**config.mk**
```make
export PLATFORM = sky130hd
export DESIGN_NAME = axis_adder
export DESIGN_NICKNAME = d
export VERILOG_FILES = /design/src/rtl/axis_adder.sv
export SDC_FILE = /design/constraint.sdc
export NUM_CORES = 1
export LEC_CHECK = 0
export ABC_AREA = 1
export CORE_MARGIN = 2
export CORE_UTILIZATION = 40
export CTS_BUF_LIST = sky130_fd_sc_hd__clkbuf_4 sky130_fd_sc_hd__clkbuf_8
export DETAILED_ROUTE_END_ITERATION = 10
export PLACE_DENSITY_LB_ADDON = 0.25
export SLEW_MARGIN = 20
export SYNTH_ARGS = -nofsm -noshare
export SYNTH_HDL_FRONTEND = slang
export SYNTH_SLANG_ARGS = --single-unit
```
**constraint.sdc**
```tcl
create_clock -name clk -period 1.8 [get_ports clk]
set_clock_uncertainty 0.1 [all_clocks]
set_input_delay 0.27 -clock clk [delete_from_list [all_inputs] [get_ports clk]]
set_output_delay 0.27 -clock clk [all_outputs]
set_load 0.02 [all_outputs]
```
**src/rtl/axis_adder.sv**
```systemverilog
//==============================================================================
// Module      : axis_adder
// Description : Two-stream AXI-Stream joining adder with a DEPTH-entry result
//               buffer. Define AXIS_ADDER_CNT_EN to add the trans_cnt_o counter.
// Revision    : 1.0 - initial release
//==============================================================================
`default_nettype none

module axis_adder #(
    parameter int WIDTH = 4,
    parameter int DEPTH = 4
) (
    input  logic             clk,
    input  logic             reset,
    input  logic             s1_valid_i,
    output logic             s1_ready_o,
    input  logic [WIDTH-1:0] s1_data_i,
    input  logic             s2_valid_i,
    output logic             s2_ready_o,
    input  logic [WIDTH-1:0] s2_data_i,
    output logic             m_valid_o,
    input  logic             m_ready_i,
`ifdef AXIS_ADDER_CNT_EN
    output logic [WIDTH:0]   m_data_o,
    output logic [15:0]      trans_cnt_o
`else
    output logic [WIDTH:0]   m_data_o
`endif
);

    localparam int c_ptr_w = $clog2(DEPTH);
    localparam int c_cnt_w = c_ptr_w + 1;
    localparam logic [c_cnt_w-1:0] c_cnt_one  = c_cnt_w'(1);
    localparam logic [c_cnt_w-1:0] c_cnt_last = c_cnt_w'(DEPTH - 1);

    typedef enum logic [1:0] {
        S_EMPTY   = 2'd0,
        S_PARTIAL = 2'd1,
        S_FULL    = 2'd2
    } state_t;

    state_t               r_state;
    state_t               w_state_nxt;
    logic [c_cnt_w-1:0]   r_count;
    logic [c_ptr_w-1:0]   r_wr_ptr;
    logic [c_ptr_w-1:0]   r_rd_ptr;
    logic [WIDTH:0]       r_mem [DEPTH];

    logic w_full;
    logic w_fire;
    logic w_pop;

    // Readys depend only on partner valid, registered state and reset, so
    // m_ready_i never reaches them combinationally.
    assign w_full     = (r_state == S_FULL);
    assign s1_ready_o = s2_valid_i & ~w_full & ~reset;
    assign s2_ready_o = s1_valid_i & ~w_full & ~reset;
    assign w_fire     = s1_valid_i & s2_valid_i & ~w_full & ~reset;
    assign m_valid_o  = (r_count != '0);
    assign w_pop      = m_valid_o & m_ready_i;
    assign m_data_o   = m_valid_o ? r_mem[r_rd_ptr] : '0;

    always_comb begin
        w_state_nxt = r_state;
        case (r_state)
            S_EMPTY:   if (w_fire) w_state_nxt = S_PARTIAL;
            S_PARTIAL: begin
                if (w_fire && !w_pop && r_count == c_cnt_last)
                    w_state_nxt = S_FULL;
                else if (w_pop && !w_fire && r_count == c_cnt_one)
                    w_state_nxt = S_EMPTY;
            end
            S_FULL:    if (w_pop) w_state_nxt = S_PARTIAL;
            default:   w_state_nxt = S_EMPTY;
        endcase
    end

    always_ff @(posedge clk) begin
        if (reset) begin
            r_state  <= S_EMPTY;
            r_count  <= '0;
            r_wr_ptr <= '0;
            r_rd_ptr <= '0;
        end else begin
            r_state  <= w_state_nxt;
            r_count  <= r_count + c_cnt_w'(w_fire) - c_cnt_w'(w_pop);
            if (w_fire) r_wr_ptr <= r_wr_ptr + c_ptr_w'(1);
            if (w_pop)  r_rd_ptr <= r_rd_ptr + c_ptr_w'(1);
        end
    end

    // Storage needs no reset: entries are only visible behind a valid count.
    always_ff @(posedge clk) begin
        if (w_fire)
            r_mem[r_wr_ptr] <= {1'b0, s1_data_i} + {1'b0, s2_data_i};
    end

`ifdef AXIS_ADDER_CNT_EN
    logic [15:0] r_trans_cnt;

    always_ff @(posedge clk) begin
        if (reset)
            r_trans_cnt <= '0;
        else if (w_pop)
            r_trans_cnt <= r_trans_cnt + 16'd1;
    end

    assign trans_cnt_o = r_trans_cnt;
`endif

endmodule

`default_nettype wire
```
Yosys cells after proc, flatten, opt, wreduce, memory -nomap -nowiden
Memory sizes are Yosys's and may differ from the RTL's. A register that Yosys moved wholly into a read port is not among the register bits. Index checks and enable logic that the tools add are counted.

Flip-flop bits (word level): 9. Bits in writable memories: 20. Input port bits: 13. Output and inout port bits: 8. Logic and storage cells: 46. Memories: 1.

Add/subtract/negate cells: 5. Eq/ne operators: 7. Muxes and demuxes: 10. Bitwise operators: 10. Reductions and logical operators: 9.

Memory list: r_mem (depth 4, width 5, read ports 1, clocked after Yosys merged registers in 1, write ports 1, line 47) `logic [WIDTH:0] r_mem [DEPTH];`.

Operators by type and width (number): $mux 2 (6); $and 1x1->1 (8); $pmux 2 s3 (1); $add 4x4->5 (1); $mux 5 (1); $add 2x1->2 const B (2); $logic_and 1x1->1 (4); $add 3x1->3 (1); $eq 3x1->1 const B (1); $eq 3x2->1 const B (1); $ne 3x3->1 const B (1); $reduce_and 3->1 (1); $reduce_bool 3->1 (1); $sub 3x1->3 (1); $eq 2x1->1 const B (1); $eq 2x2->1 const B (1); $logic_not 1->1 (2); $logic_not 2->1 (1); $mux 1 (2); $ne 2x1->1 const B (1); $ne 2x2->1 const B (1); $not 1->1 (2).

Logic depth before layout (Yosys ltp)
Depth after elaboration: 10. Mapped depth: 13. Depth with buffers taken out: 13.

Least setup slack after synthesis
Ideal clock, no wire load.

Path type: reg-to-reg. From: register r_count[1]. To: register r_count[2]. Setup time: 0.121 ns. Arrival: 1.768 ns. Required time: 1.579 ns. Slack: -0.188 ns. Cell stages (with the launch flop): 11. Buffers on the path: 0. Period minus slack after synthesis: 1.988 ns. Cells stage by stage: dfxtp_1 -> nor2_2 -> nand2_4 -> nand2_8 -> inv_2 -> ha_1 -> inv_1 -> ha_1 -> fa_1 -> o21ai_0 -> a21oi_1.

Word-level cells in the longest chain between the ends: 3. Elaborated cells on any way between the ends: 4. Classes of those cells: add/sub (2); bitwise (1); reduce/logical (1).

Ends and longest elaborated chain: start, declared (line 44) `logic [c_cnt_w-1:0] r_count;`; start signal, assigned (line 86) `r_count <= r_count + c_cnt_w'(w_fire) - c_cnt_w'(w_pop);`; $reduce_bool 3->1 (line 59) `assign m_valid_o = (r_count != '0);`; via m_valid_o (line 21) `output logic m_valid_o,`; $and 1x1->1 (line 60) `assign w_pop = m_valid_o & m_ready_i;`; via w_pop (line 51) `logic w_pop;`; $sub 3x1->3 (line 86).

The timed path passes the listed nets, and every way through them passes these cells. A chain may end at the register's enable or synchronous reset.

Final worst setup path
From: register r_count[1]. To: register r_count[1].

Word-level cells in the longest chain between the ends: 3. Elaborated cells on any way between the ends: 4. Classes of those cells: add/sub (2); bitwise (1); reduce/logical (1).

Ends and longest elaborated chain (line): $reduce_bool 3->1 (59); $and 1x1->1 (60); via w_pop (51); $sub 3x1->3 (86).

The timed path passes the listed nets, and every way through them passes these cells.

==> results.ini <==
[detailed_routing]
vias_per_cell = 4.500
antenna_left = 0
first_pass_iters = 4
routed_wl_mm = 2.984
num_vias = 1161
wl_per_cell_microns = 11.57
drc = 0
drtIter0Drc = 27

[critical_path]
path_delay_family = adder cells
worstPathArrival_ns = 2.02
cp_cell_sequence = nor2_4 > nand2_4 > nand2_8 > inv_6 > ha_4 > inv_2 > ha_4 > fa_2 > inv_2 > nor2_2
crit_path_end_kind = register
setup.worst_path.class = register to register
path_buf_inv = 3
cp.required_ns = 1.91
slowest_stage = fa_2
startpoint = r_count[1]
critPathMaxFanout = 3
max_stage_delay_ns = 0.52
start_kind = register
rr_startpoint = r_count[1]

[die]
die_width_microns = 66.48
start_util_pct = 42.02
pin_count = 21
die_area_sq_mm = 0.004420
rows = 22
core_sq_mm = 0.003716
die_h_microns = 66.48

[worst_hold_path]
hp-class = register to register
worstHoldStart = r_rd_ptr[1]

[clocking]
max-clock-path-buffers = 2
htreeDepth = 2
cts_tree = built
clk_latency_ns = 0.28
cts_root_buffer = clkbuf_8
cts_sinks = 31
cts.clk_slew.worst_paths_ns = 0.07
cts_hold_repair.buffers = 0
cts_buffers = 5

[run]
drv_cap = 0

[power]
power_density_mw_per_mm2 = 1308
p_leak_nw = 0.9022
vdd_drop_max_uv = 677.4

[timing]
hold_viol_final = 0
rsz0062_at_grt = yes
fin_crit_ns = 1.912
setup_viol = 2
tightest_slew_ns = 0.2930
fin_crit_sh_pct = 106.2
max_freq_mhz = 523.1
relSlewSlack_pct = 80.40
fin_tns_setup_ns = -0.1240
slew_viol_final = 0
setup_ws_ns = -0.1116

[placed_design]
dp_hpwl_mm = 2.271
dpl_cell_area_sq_mm = 0.002011
portBuffers = 20
place.gp.congestion = 0.8183

[layout]
drive_gt1_share_pct = 29.52
final_cell_mix = nor2_1, buf_4, inv_1, edfxtp_1, nand2_1
nNetsFinal = 235
antenna_cells = 0
final_common_cell = nor2_1
final_area_sq_mm = 0.002118
n_fill_cell = 332
syn_to_final_growth_pct = 35.66

[synth]
yosys_warnings = 0
synthDistinctLibCells = 26
ys_seq_area_share_pct = 52.56
netlist_area_sq_mm = 0.001561
synth_seq_cells = 31
synth_area_per_cell_sq_um = 9.699
syn_nets = 187
synthCells = 161

[grt]
grt_pass1_vias = 1166
grt_pass1_wl_mm = 5.140
grt_overflow_total = 0
antenna_found_initial = 0
grt.total_usage_pct = 16.03
grt_max_degree = 13

[status]
failed_checks = negative setup slack
outcome = finished with violations

-- registers in the layout, summed over array words and instances (netlist names), named ones only --
register	count
r_wr_ptr	2
r_count	3
r_mem	20
r_rd_ptr	2
r_state	2
-- kinds of logic (layout without fill, tap and decap cells) --
group | after synthesis | count (layout) | synth area share (%)
AND/OR/NAND/NOR | 59 | 59 | 18.27
flip-flops | 31 | 31 | 52.56
buffers and inverters | 29 | 78 | 7.292
AO/OA/AOI/OAI | 26 | 26 | 8.814
adder cells (fa/ha/maj) | 13 | 13 | 11.38
XOR/XNOR | 3 | 3 | 1.683
-- path summary, 6_finish.rpt --
kind                                    end  slack (ns)  cells past startpoint
worst max-delay path             r_count[1]       -0.11                     10
worst min-delay path            r_rd_ptr[1]        0.37                      2
worst max register to register   r_count[1]       -0.11                     10
worst min register to register  r_rd_ptr[1]        0.37                      2
-- metrics by stage --
step	util [%]	std cells	hold slack [ns]	worst slack [ns]	power, W
after floorplan	-	161	0.2339	-0.09054	0.001599
after global placement	54.11	247	0.3451	-0.4025	0.002098
after detailed placement	54.11	247	0.3527	-0.4728	0.002131
final	57.00	258	0.3658	-0.1116	0.002772
after global routing	57.00	258	0.3837	-0.1618	0.002954
after CTS	57.27	256	0.3619	-0.1050	0.002760
-- routing by layer --
| metal | vias up | track usage [%] | share of wire [%] |
|---|---|---|---|
| li1 | 614 | - | - |
| met1 | 526 | 18.03 | 42 |
| met2 | 19 | 28.50 | 54 |
| met3 | 2 | 5.068 | 3.4 |
| met4 | 0 | 5.357 | 0.57 |
| met5 | - | 0 | 0 |
-- report_power, final --
group	internal (W)	total (W)	switching [W]	leakage, nW
logic	0.000551	0.00124	0.000685	0.574
registers	0.000847	0.000893	0.0000461	0.272
clock network	0.000404	0.000643	0.000238	0.0556
total	0.00180	0.00277	0.000969	0.902
-- synth_stat cells (all sizes together) --
cell / n / area, sq um
nor2: 35 / 143.9
inv: 27 / 101.4
edfxtp: 20 / 600.6
nand2: 16 / 93.84
o21ai: 14 / 73.82
a21oi: 12 / 63.81
dfxtp: 11 / 220.2
ha: 11 / 137.6
nand3: 6 / 35.03
buf: 2 / 12.51
fa: 2 / 40.04
xor2: 2 / 17.52
nand2b: 1 / 6.260
nand4: 1 / 6.260
xnor2: 1 / 8.760
-- repair_timing --
item | in CTS | in global routing
gates cloned | 1 | 0
setup buffers | 0 | 2
endpoints found under the setup margin | 10 | 9
resized for setup | 34 | 12
pin swaps | 2 | 6
-- area by class of cell --
type | count | area (sq um) | share of cell area [%]
clock buffers | 5 | 68.82 | 3.249
clock inverters | 3 | 38.79 | 1.831
inverters | 27 | 110.1 | 5.198
multi-input cells | 101 | 666.9 | 31.48
flip-flops and latches | 31 | 824.5 | 38.93
well taps | 48 | 60.06 | 2.835
repair buffers | 42 | 341.6 | 16.13
repair inverters | 1 | 7.507 | 0.3544
-- tightest hold or removal path: cells and delay by family, from the launching register on --
kind	cells	cell delay, ns
buffers and inverters	1	0.06
AO/OA/AOI/OAI	1	0.05
flip-flops	1	0.31
No activity file was read; power rests on OpenSTA's default activity.
